### src/rtl/spi_flash_write_sequencer_pkg.sv
// Shared types and constants for the SPI flash write sequencer.
package flash_seq_pkg;

  typedef enum logic [2:0] {
    IDLE,
    PRECHECK,
    SET_ADDR,
    SEND_DATA,
    START,
    WAIT,
    POLL,
    REPORT
  } state_t;

  // Custom-instruction selectors carried on ciDataB
  localparam logic [31:0] SEL_STATUS = 32'h0000_0007;
  localparam logic [31:0] SEL_ADDR   = 32'h0000_0016;
  localparam logic [31:0] SEL_DATA0  = 32'h0000_0018;

  // Operation codes written with SEL_STATUS to launch an operation
  localparam logic [31:0] OP_PROGRAM = 32'd1;
  localparam logic [31:0] OP_ERASE   = 32'd2;

  // Bit positions in the flash status word (ciResult)
  localparam int unsigned ST_BUSY      = 0;
  localparam int unsigned ST_WRITE_ERR = 1;
  localparam int unsigned ST_ERASE_ERR = 2;

  // resultStatus encoding {timeout, eraseError, writeError}
  localparam logic [2:0] RES_TIMEOUT = 3'b100;

endpackage

### src/rtl/spi_flash_write_sequencer_if.sv
// Custom-instruction bus between the sequencer (master) and the flash controller (slave).
interface spi_flash_write_sequencer_if;
  logic [7:0]  ciN;
  logic [31:0] ciDataA;
  logic [31:0] ciDataB;
  logic        ciStart;
  logic        ciCke;
  logic        ciDone;
  logic [31:0] ciResult;

  modport master (
    output ciN, ciDataA, ciDataB, ciStart, ciCke,
    input  ciDone, ciResult
  );

  modport slave (
    input  ciN, ciDataA, ciDataB, ciStart, ciCke,
    output ciDone, ciResult
  );
endinterface

### src/rtl/spi_flash_write_sequencer_ci_master_port.sv
// Custom-instruction master port: registers the operands and holds the
// request on the bus until the controller answers with ciDone.
module ci_master_port #(
  parameter logic [7:0] customInstructionNr = 8'd0
) (
  input  logic        clock,
  input  logic        reset,
  input  logic        req,
  input  logic [31:0] sel,
  input  logic [31:0] data_a,
  output logic        ack,
  output logic [31:0] result,
  spi_flash_write_sequencer_if.master ci
);

  logic        start_q;
  logic [31:0] a_q;
  logic [31:0] b_q;

  assign ci.ciN     = customInstructionNr;
  assign ci.ciStart = start_q;
  assign ci.ciCke   = start_q;
  assign ci.ciDataA = a_q;
  assign ci.ciDataB = b_q;

  // ack and result are combinational so the FSM can advance in the done
  // cycle; start drops on the following edge, leaving a one-cycle gap.
  assign ack    = start_q & ci.ciDone;
  assign result = ci.ciResult;

  // Launch a transfer when idle, hold it until ciDone is seen
  always_ff @(posedge clock) begin
    if (!reset) begin
      start_q <= 1'b0;
      a_q     <= '0;
      b_q     <= '0;
    end else if (start_q) begin
      if (ci.ciDone) start_q <= 1'b0;
    end else if (req) begin
      start_q <= 1'b1;
      a_q     <= data_a;
      b_q     <= sel;
    end
  end

endmodule

### src/rtl/spi_flash_write_sequencer.sv
// Sequences page-program and sector-erase operations over the flash
// controller's custom-instruction port from a single requester command.
module spi_flash_write_sequencer
  import flash_seq_pkg::*;
#(
  parameter logic [7:0]  customInstructionNr = 8'd0,
  parameter int unsigned pollInterval        = 16,
  parameter logic [31:0] maxPolls            = 32'd1000000
) (
  input  logic        clock,
  input  logic        reset,
  input  logic        dataWe,
  input  logic [2:0]  dataIndex,
  input  logic [31:0] dataIn,
  input  logic        cmdValid,
  input  logic        cmdErase,
  input  logic [23:0] cmdAddress,
  output logic        cmdReady,
  output logic        resultValid,
  output logic [2:0]  resultStatus,
  spi_flash_write_sequencer_if.master ci
);

  localparam logic [31:0] WAIT_LAST = 32'(pollInterval - 1);

  state_t      state, next_state;
  logic [31:0] buffer [8];
  logic [2:0]  idx;
  logic [31:0] poll_cnt;
  logic [31:0] wait_cnt;
  logic        from_precheck;
  logic        erase_q;
  logic [23:0] addr_q;
  logic [2:0]  status_q;

  logic        ci_req;
  logic [31:0] ci_sel;
  logic [31:0] ci_a;
  logic        ci_ack;
  logic [31:0] ci_result;
  logic        busy;
  logic [31:0] poll_next;
  logic        timeout;
  logic        unused_result_bits;

  ci_master_port #(.customInstructionNr(customInstructionNr)) u_port (
    .clock  (clock),
    .reset  (reset),
    .req    (ci_req),
    .sel    (ci_sel),
    .data_a (ci_a),
    .ack    (ci_ack),
    .result (ci_result),
    .ci     (ci)
  );

  assign busy               = ci_result[ST_BUSY];
  assign poll_next          = (poll_cnt == '1) ? poll_cnt : poll_cnt + 32'd1;
  assign timeout            = (poll_next >= maxPolls);
  assign unused_result_bits = ^ci_result[31:3];

  assign cmdReady     = (state == IDLE);
  assign resultValid  = (state == REPORT);
  assign resultStatus = status_q;

  // State register
  always_ff @(posedge clock) begin
    if (!reset) state <= IDLE;
    else        state <= next_state;
  end

  // Next-state decode and CI request generation
  always_comb begin
    next_state = state;
    ci_req     = 1'b0;
    ci_sel     = SEL_STATUS;
    ci_a       = '0;
    case (state)
      IDLE: begin
        if (cmdValid) next_state = PRECHECK;
      end
      PRECHECK: begin
        ci_req = 1'b1;
        if (ci_ack) begin
          if (!busy)        next_state = SET_ADDR;
          else if (timeout) next_state = REPORT;
          else              next_state = WAIT;
        end
      end
      SET_ADDR: begin
        ci_req = 1'b1;
        ci_sel = SEL_ADDR;
        ci_a   = {8'd0, addr_q};
        if (ci_ack) next_state = erase_q ? START : SEND_DATA;
      end
      SEND_DATA: begin
        ci_req = 1'b1;
        ci_sel = SEL_DATA0 + {29'd0, idx};
        ci_a   = buffer[idx];
        if (ci_ack && idx == 3'd7) next_state = START;
      end
      START: begin
        ci_req = 1'b1;
        ci_a   = erase_q ? OP_ERASE : OP_PROGRAM;
        if (ci_ack) next_state = WAIT;
      end
      WAIT: begin
        if (wait_cnt == WAIT_LAST) next_state = from_precheck ? PRECHECK : POLL;
      end
      POLL: begin
        ci_req = 1'b1;
        if (ci_ack) begin
          if (!busy || timeout) next_state = REPORT;
          else                  next_state = WAIT;
        end
      end
      REPORT: begin
        next_state = IDLE;
      end
      default: next_state = IDLE;
    endcase
  end

  // Buffer, command latch, counters and result status
  always_ff @(posedge clock) begin
    if (!reset) begin
      for (int unsigned i = 0; i < 8; i++) buffer[i] <= '0;
      idx           <= '0;
      poll_cnt      <= '0;
      wait_cnt      <= '0;
      from_precheck <= 1'b0;
      erase_q       <= 1'b0;
      addr_q        <= '0;
      status_q      <= '0;
    end else begin
      wait_cnt <= (state == WAIT) ? wait_cnt + 32'd1 : '0;
      case (state)
        IDLE: begin
          if (dataWe) buffer[dataIndex] <= dataIn;
          if (cmdValid) begin
            erase_q       <= cmdErase;
            addr_q        <= cmdAddress;
            status_q      <= '0;
            poll_cnt      <= '0;
            idx           <= '0;
            from_precheck <= 1'b1;
          end
        end
        PRECHECK: begin
          if (ci_ack) begin
            poll_cnt <= poll_next;
            if (busy && timeout) status_q <= RES_TIMEOUT;
          end
        end
        SEND_DATA: begin
          if (ci_ack && idx != 3'd7) idx <= idx + 3'd1;
        end
        START: begin
          if (ci_ack) begin
            poll_cnt      <= '0;
            from_precheck <= 1'b0;
          end
        end
        POLL: begin
          if (ci_ack) begin
            poll_cnt <= poll_next;
            if (!busy)        status_q <= {1'b0, ci_result[ST_ERASE_ERR], ci_result[ST_WRITE_ERR]};
            else if (timeout) status_q <= RES_TIMEOUT;
          end
        end
        default: ;
      endcase
    end
  end

endmodule
### src/flat_wrapper.sv
// flat-port wrapper written by rule: the top's interface ports become plain ports
module spi_flash_write_sequencer_flat import flash_seq_pkg::*;
#(
  parameter logic [7:0]  customInstructionNr = 8'd0,
  parameter int unsigned pollInterval        = 16,
  parameter logic [31:0] maxPolls            = 32'd1000000
)
  (clock, reset, dataWe, dataIndex, dataIn, cmdValid, cmdErase, cmdAddress, cmdReady, resultValid, resultStatus, ci_ciN, ci_ciDataA, ci_ciDataB, ci_ciStart, ci_ciCke, ci_ciDone, ci_ciResult);
  spi_flash_write_sequencer_if ci_i ();
  input  logic clock;
  input  logic reset;
  input  logic dataWe;
  input  logic [2:0] dataIndex;
  input  logic [31:0] dataIn;
  input  logic cmdValid;
  input  logic cmdErase;
  input  logic [23:0] cmdAddress;
  output logic cmdReady;
  output logic resultValid;
  output logic [2:0] resultStatus;
  output wire logic [$bits(ci_i.ciN)-1:0] ci_ciN;
  output wire logic [$bits(ci_i.ciDataA)-1:0] ci_ciDataA;
  output wire logic [$bits(ci_i.ciDataB)-1:0] ci_ciDataB;
  output wire logic [$bits(ci_i.ciStart)-1:0] ci_ciStart;
  output wire logic [$bits(ci_i.ciCke)-1:0] ci_ciCke;
  input wire logic [$bits(ci_i.ciDone)-1:0] ci_ciDone;
  input wire logic [$bits(ci_i.ciResult)-1:0] ci_ciResult;
  assign ci_ciN = ci_i.ciN;
  assign ci_ciDataA = ci_i.ciDataA;
  assign ci_ciDataB = ci_i.ciDataB;
  assign ci_ciStart = ci_i.ciStart;
  assign ci_ciCke = ci_i.ciCke;
  assign ci_i.ciDone = ci_ciDone;
  assign ci_i.ciResult = ci_ciResult;
  spi_flash_write_sequencer #(.customInstructionNr(customInstructionNr), .pollInterval(pollInterval), .maxPolls(maxPolls)) u_core (.clock(clock), .reset(reset), .dataWe(dataWe), .dataIndex(dataIndex), .dataIn(dataIn), .cmdValid(cmdValid), .cmdErase(cmdErase), .cmdAddress(cmdAddress), .cmdReady(cmdReady), .resultValid(resultValid), .resultStatus(resultStatus), .ci(ci_i));
endmodule
### config.mk
export PLATFORM = sky130hd
export DESIGN_NAME = spi_flash_write_sequencer_flat
export DESIGN_NICKNAME = d
export VERILOG_FILES = /design/src/rtl/spi_flash_write_sequencer_pkg.sv /design/src/rtl/spi_flash_write_sequencer_if.sv /design/src/rtl/spi_flash_write_sequencer_ci_master_port.sv /design/src/rtl/spi_flash_write_sequencer.sv /design/src/flat_wrapper.sv
export SDC_FILE = /design/constraint.sdc
export NUM_CORES = 1
export LEC_CHECK = 0
export CAP_MARGIN = 0
export CORE_MARGIN = 2
export CORE_UTILIZATION = 61
export DETAILED_ROUTE_END_ITERATION = 8
export GPL_ROUTABILITY_DRIVEN = 0
export HOLD_SLACK_MARGIN = 0.08
export PLACE_DENSITY = 0.82
export SLEW_MARGIN = 40
export SYNTH_ARGS = -nofsm -noshare
export SYNTH_HDL_FRONTEND = slang
export SYNTH_HIERARCHICAL = 1
export SYNTH_SLANG_ARGS = --single-unit
### constraint.sdc
create_clock -name clock -period 7.1 [get_ports clock]
set_input_delay 1.065 -clock clock [delete_from_list [all_inputs] [get_ports clock]]
set_output_delay 1.065 -clock clock [all_outputs]
set_load 0.005 [all_outputs]
==> results of run 1 <==
-- worst max-delay path: stages --
cell and delay (ps):
clkdlybuf4s50_1 450, and2_2 280, mux2i_1 110, nor3_1 270, a21o_1 570, nand2_1 610
a41oi_1 680, nand2_1 90, o21ai_0 170, and2_1 140
-- report_power, final --
part	total [mW]	internal [mW]	switching, mW
Clock	2.27	1.33	0.935
Combinational	0.587	0.245	0.342
Sequential	2.76	2.71	0.0490
-- state kept, by name, indices dropped and copies added (netlist names), 3 cells and up, named ones only --
name                      count
u_core/state                  3
u_core/buffer               256
u_core/poll_cnt              32
u_core/idx                    3
u_core/resultStatus           3
u_core/u_port/ci.ciDataB     32
u_core/wait_cnt              32
u_core/u_port/ci.ciDataA     32
u_core/addr_q                24
-- layer usage --
metal  GRT usage (%)  up-vias
met4            6.63        2
met1            37.0     6790
li1                -     6464
met3            4.70       77
met5               0        -
met2            48.9      506
-- layout make-up --
cell class                 count  share of cell area (%)
inverter                      12                   0.194
antenna                        1                  0.0108
clock buffer                  61                    5.34
tap                          442                    2.38
clock inverter                17                   0.808
sequential                   423                    47.5
multi-input combinational   1225                    36.7
timing repair buffer         167                    7.04
-- path summary, 6_finish.rpt --
kind / to / slack, ps / depth (start not counted)
worst max-delay path: u_core/poll_cnt[5] / 3150 / 10
worst min-delay path: u_core/wait_cnt[0] / 460 / 1
worst max register to register: u_core/poll_cnt[5] / 3470 / 9
worst min register to register: u_core/wait_cnt[0] / 460 / 1
-- per-stage QoR --
stage	utilization, %	cell area [µm²]	setup WS (ps)	instances	power, mW
floorplan	-	20200	2940	1790	3.18
global placement	66.9	21700	2730	2267	3.36
detailed placement	67.2	21800	2670	2269	3.39
CTS	71.6	23200	3210	2347	5.65
global route	71.6	23200	2880	2347	5.80
finish	71.6	23200	3150	2348	5.62
==> impl_metrics.toml, run 1 <==
[outcome]
status = "finished, final reports clean"

[timing]
worst_clock_skew_ps = 22.2
min_period_over_period_pct = 55.6
setup_tns_ps = 0
finalCriticalPeriod_ps = 3950
holdWs_ps = 456
finalSetupViolCount = 0
drv_slew = 0
worst_pin_slew_ps = 793
rsz0062_at_grt = "no"
maxSlewHeadroom_pct = 47.0
max_freq_ghz = 0.253
hold_viol = 0

[routing]
wl_per_cell_um = 20.2
vias = 13839
wl_met1_um = 19100
drcViolationCount = 0
first_pass_iters = 5
dr.max_layer_used = "met5"
met3_wirelength_um = 3520
wl_met2_um = 23900
drtIter0Drc = 1354
via_per_inst = 5.89
ant_nets = 0
drt_wl_total_um = 47500

[global_routing]
grt_overflow = 0
antenna_found_initial = 2
grt_max_degree = 87
track_usage_pct = 28.1
grt_pass1_wl_um = 74400
grt_pass1_vias = 13691

[finish]
nFillCells = 2229
multi_input_area_um2 = 8530
drive_above_1_share_pct = 10.9
finalNetCount = 1974
layout.cells.most_common_list = "and2_1, edfxtp_1, nand2_1"
final_common_cell = "and2_1"
synthToLayoutAreaGrowth_pct = 15.7
seq_area_um2 = 11000

[power_and_ir_drop]
power_density_nw_per_um2 = 242
cellLeakagePower_nw = 8.24
ir_drop_mv = 0.183

[worst_hold_path]
hp-start = "u_core/wait_cnt[0]"
hold_class = "reg -> reg"

[clock_tree]
clk_pin_slew_ps = 60
clock_latency_ps = 550
cts_root_buf = "clkbuf_16"
htreeDepth = 2
cts_hold_buf = 0
post_cts_buffers = 0
clock-sinks = 423
cts.repair.resized = 0
clock_path_buffers = 3
cts_made_buffers = 44
cts_tree = "yes"

[synth]
syn_inst = 1757
syn_area_per_cell_um2 = 11.4
synth_warnings = 6
syn_area_um2 = 20100

[setup_path]
cp_max_fo = 19
cp-start-kind = "primary input"
rr_startpoint = "u_core/state[0]"
cp-end-kind = "register"
critical_path_class = "in -> reg"
cp.arrival_ps = 4440
startpoint = "ci_ciDone"
required_ps = 7590

[die]
die_y_um = 185
core-area_um2 = 32500
start_util_pct = 61.9
die_w_um = 185
fp.dieArea_um2 = 34400
io_pins = 176
num_rows = 66

[run]
drv_cap = 0

[placed_design]
port_buffers = 138
place_hpwl_um = 29800
Note: power is estimated with default switching activity, not from simulation.
==> inputs of run 2 (changes only) <==
--- a/config.mk
+++ b/config.mk
@@ -7,11 +7,11 @@
 export LEC_CHECK = 0
 export CAP_MARGIN = 0
 export CORE_MARGIN = 2
-export CORE_UTILIZATION = 61
+export CORE_UTILIZATION = 59
 export DETAILED_ROUTE_END_ITERATION = 8
 export GPL_ROUTABILITY_DRIVEN = 0
 export HOLD_SLACK_MARGIN = 0.08
-export PLACE_DENSITY = 0.82
+export PLACE_DENSITY = 0.79
 export SLEW_MARGIN = 40
 export SYNTH_ARGS = -nofsm -noshare
 export SYNTH_HDL_FRONTEND = slang
==> constraint.sdc (replaced) <==
create_clock -name clock -period 3.7 [get_ports clock]
set_input_delay 0.555 -clock clock [delete_from_list [all_inputs] [get_ports clock]]
set_output_delay 0.555 -clock clock [all_outputs]
set_load 0.005 [all_outputs]
==> run 2 against run 1 <==
Against the previous run:
- sequential power is 92% higher
- total power increased by 90%
- die area increased by 3.3%
- wire length shrank 2.3%
- sequential cell count unchanged
- count of clock-buffer cells in the layout decreased by 1
- sequential share of layout area decreased by 0.40 points
- clock power grew 89%
- critical endpoint is now u_core/resultStatus[2]
==> impl_metrics.toml, run 2 (synthesized netlist as in run 1, its figures left out) <==
[global_routing]
grt_pass1_wl_um = 73000
grt_pass1_vias = 13519
track_usage_pct = 26.3
grt_overflow = 0
grt_max_degree = 98
antenna_found_initial = 5

[worst_hold_path]
min_to = "u_core/u_port/ci.ciDataA[26]"
whs_path_depth = 3
hp-start = "reset"
hold_class = "in -> reg"

[power_and_ir_drop]
p_comb_share_pct = 10.4
seqPwrFrac_pct = 49.6
p_int_mw = 8.17
cellLeakagePower_nw = 8.35
ir_drop_mv = 0.455
switchingPower_mw = 2.53
power_density_nw_per_um2 = 457
swShare_pct = 23.6
p_clk_share_pct = 40.0

[setup_path]
crit_buf_inv = 0
crit_path_cell_trace = "nand4_2 -> nor4_1 -> nor3b_1 -> nand2b_1 -> a21oi_1 -> nand4_1 -> a21oi_1 -> nor3_1 -> o221a_2"
startpoint = "u_core/poll_cnt[10]"
reg2reg_to = "u_core/resultStatus[2]"
critical_path_class = "reg -> reg"
cp.arrival_ps = 3720
r2r_cells = 9
cp_common_cell = "a21oi_1"
rr_startpoint = "u_core/poll_cnt[10]"
cpMaxStageDelayCell = "nor4_1"
cp-end-kind = "register"
cp-start-kind = "register"
cp_max_fo = 11
r2r_setup_slack_ps = 410
slowest_delay_ps = 680
required_ps = 4140
cp_top_family = "simple AND/OR/NAND/NOR gates"

[routing]
first_pass_iters = 5
drtIter0Drc = 1227
wl_per_cell_um = 19.5
vias = 13759
ant_nets = 0
via_per_inst = 5.77
drcViolationCount = 0
drt_wl_total_um = 46400

[clock_tree]
post_cts_buffers = 0
clock-sinks = 423
cts_root_buf = "clkbuf_16"
htreeDepth = 2
clock_path_buffers = 3
cts_hold_buf = 0
cts_tree = "yes"
cts_made_buffers = 44
cts.repair.resized = 0
clk_pin_slew_ps = 60
clock_latency_ps = 550

[finish]
nFillCells = 2371
regMostFlops = "u_core/buffer"
finalNetCount = 2000
seq_area_um2 = 11000
final_common_cell = "and2_1"
synthToLayoutAreaGrowth_pct = 16.7
layout.cells.most_common_list = "and2_1, edfxtp_1, nand2_1"
drive_above_1_share_pct = 11.7
multi_input_area_um2 = 8520
largest_reg_flops = 256

[placed_design]
port_buffers = 138
place_hpwl_um = 30500

[die]
fp.dieArea_um2 = 35500
num_rows = 67
die_w_um = 189
start_util_pct = 59.9
io_pins = 176
die_y_um = 189
core-area_um2 = 33500

[timing]
rsz0062_at_grt = "no"
holdWs_ps = 380
max_freq_ghz = 0.304
maxSlewHeadroom_pct = 51.2
setup_tns_ps = 0
min_period_over_period_pct = 88.8
finalCriticalPeriod_ps = 3290
hold_viol = 0
finalSetupViolCount = 0
worst_clock_skew_ps = 14.9
drv_slew = 0
worst_pin_slew_ps = 732

[outcome]
status = "finished, final reports clean"

[run]
drv_cap = 0
==> run 2: cell types whose count changed in the layout (fill, tap and decap cells not counted), sizes merged <==
cell      change
buf          +26
clkbuf        -1
clkinv        +5
clkinvlp      -1
diode         +3
inv           -1
==> run 2: stage by stage <==
step / std cells / cell area (µm²) / util [%] / setup slack (ps) / total power, mW
floorplan: 1790 / 20200 / - / -344 / 6.11
global placement: 2300 / 22000 / 65.6 / 640 / 6.47
detailed placement: 2301 / 22000 / 65.7 / 584 / 6.52
CTS: 2381 / 23400 / 69.8 / 535 / 10.8
global route: 2383 / 23400 / 69.9 / 81.0 / 11.0
finish: 2385 / 23400 / 69.9 / 415 / 10.7
==> run 2: final cells by class <==
type | count | area share [%]
multi-input cells | 1225 | 36.4
diodes | 4 | 0.0427
clock buffers | 60 | 5.13
well taps | 448 | 2.39
clock inverters | 20 | 0.769
inverters | 12 | 0.192
flip-flops and latches | 423 | 47.1
repair buffers | 193 | 7.99
==> run 2: power groups by stage <==
stage	Combinational, mW	Sequential (mW)	Clock, mW
floorplan	0.720	5.39	0
global placement	1.08	5.39	0
detailed placement	1.11	5.41	0
CTS	1.12	5.31	4.33
global route	1.21	5.33	4.51
finish	1.12	5.31	4.28
==> run 2: worst max path at each step <==
stage                             end  slack (ps)  cells after the start
5_1_grt        u_core/resultStatus[2]          80                      9
6_report       u_core/resultStatus[2]         410                      9
2_1_floorplan     u_core/buffer[3][0]        -340                      4
3_3_place_gp   u_core/resultStatus[2]         640                      9
3_5_place_dp   u_core/resultStatus[1]         580                      9
4_1_cts        u_core/resultStatus[1]         540                      9
==> run 2: worst min-delay path: stages <==
cell     delay [ps]
buf_6           160
nand2_1          90
mux2i_1          60
==> run 2: per-layer routing <==
| metal | vias up | part of all wire, % | GRT usage (%) |
|---|---|---|---|
| li1 | 6519 | - | - |
| met1 | 6698 | 40 | 33.2 |
| met2 | 445 | 51 | 45.9 |
| met3 | 97 | 6.8 | 4.79 |
| met4 | 0 | 3.1 | 8.65 |
| met5 | - | 0 | 0 |
==> inputs of run 3 (changes only) <==
--- a/config.mk
+++ b/config.mk
@@ -12,8 +12,10 @@
 export GPL_ROUTABILITY_DRIVEN = 0
 export HOLD_SLACK_MARGIN = 0.08
 export PLACE_DENSITY = 0.79
+export SKIP_LAST_GASP = 1
 export SLEW_MARGIN = 40
 export SYNTH_ARGS = -nofsm -noshare
 export SYNTH_HDL_FRONTEND = slang
 export SYNTH_HIERARCHICAL = 1
 export SYNTH_SLANG_ARGS = --single-unit
+export TNS_END_PERCENT = 30
==> results of run 3 <==
Same layout as run 2: the final DEF is identical, and so are final timing and power.
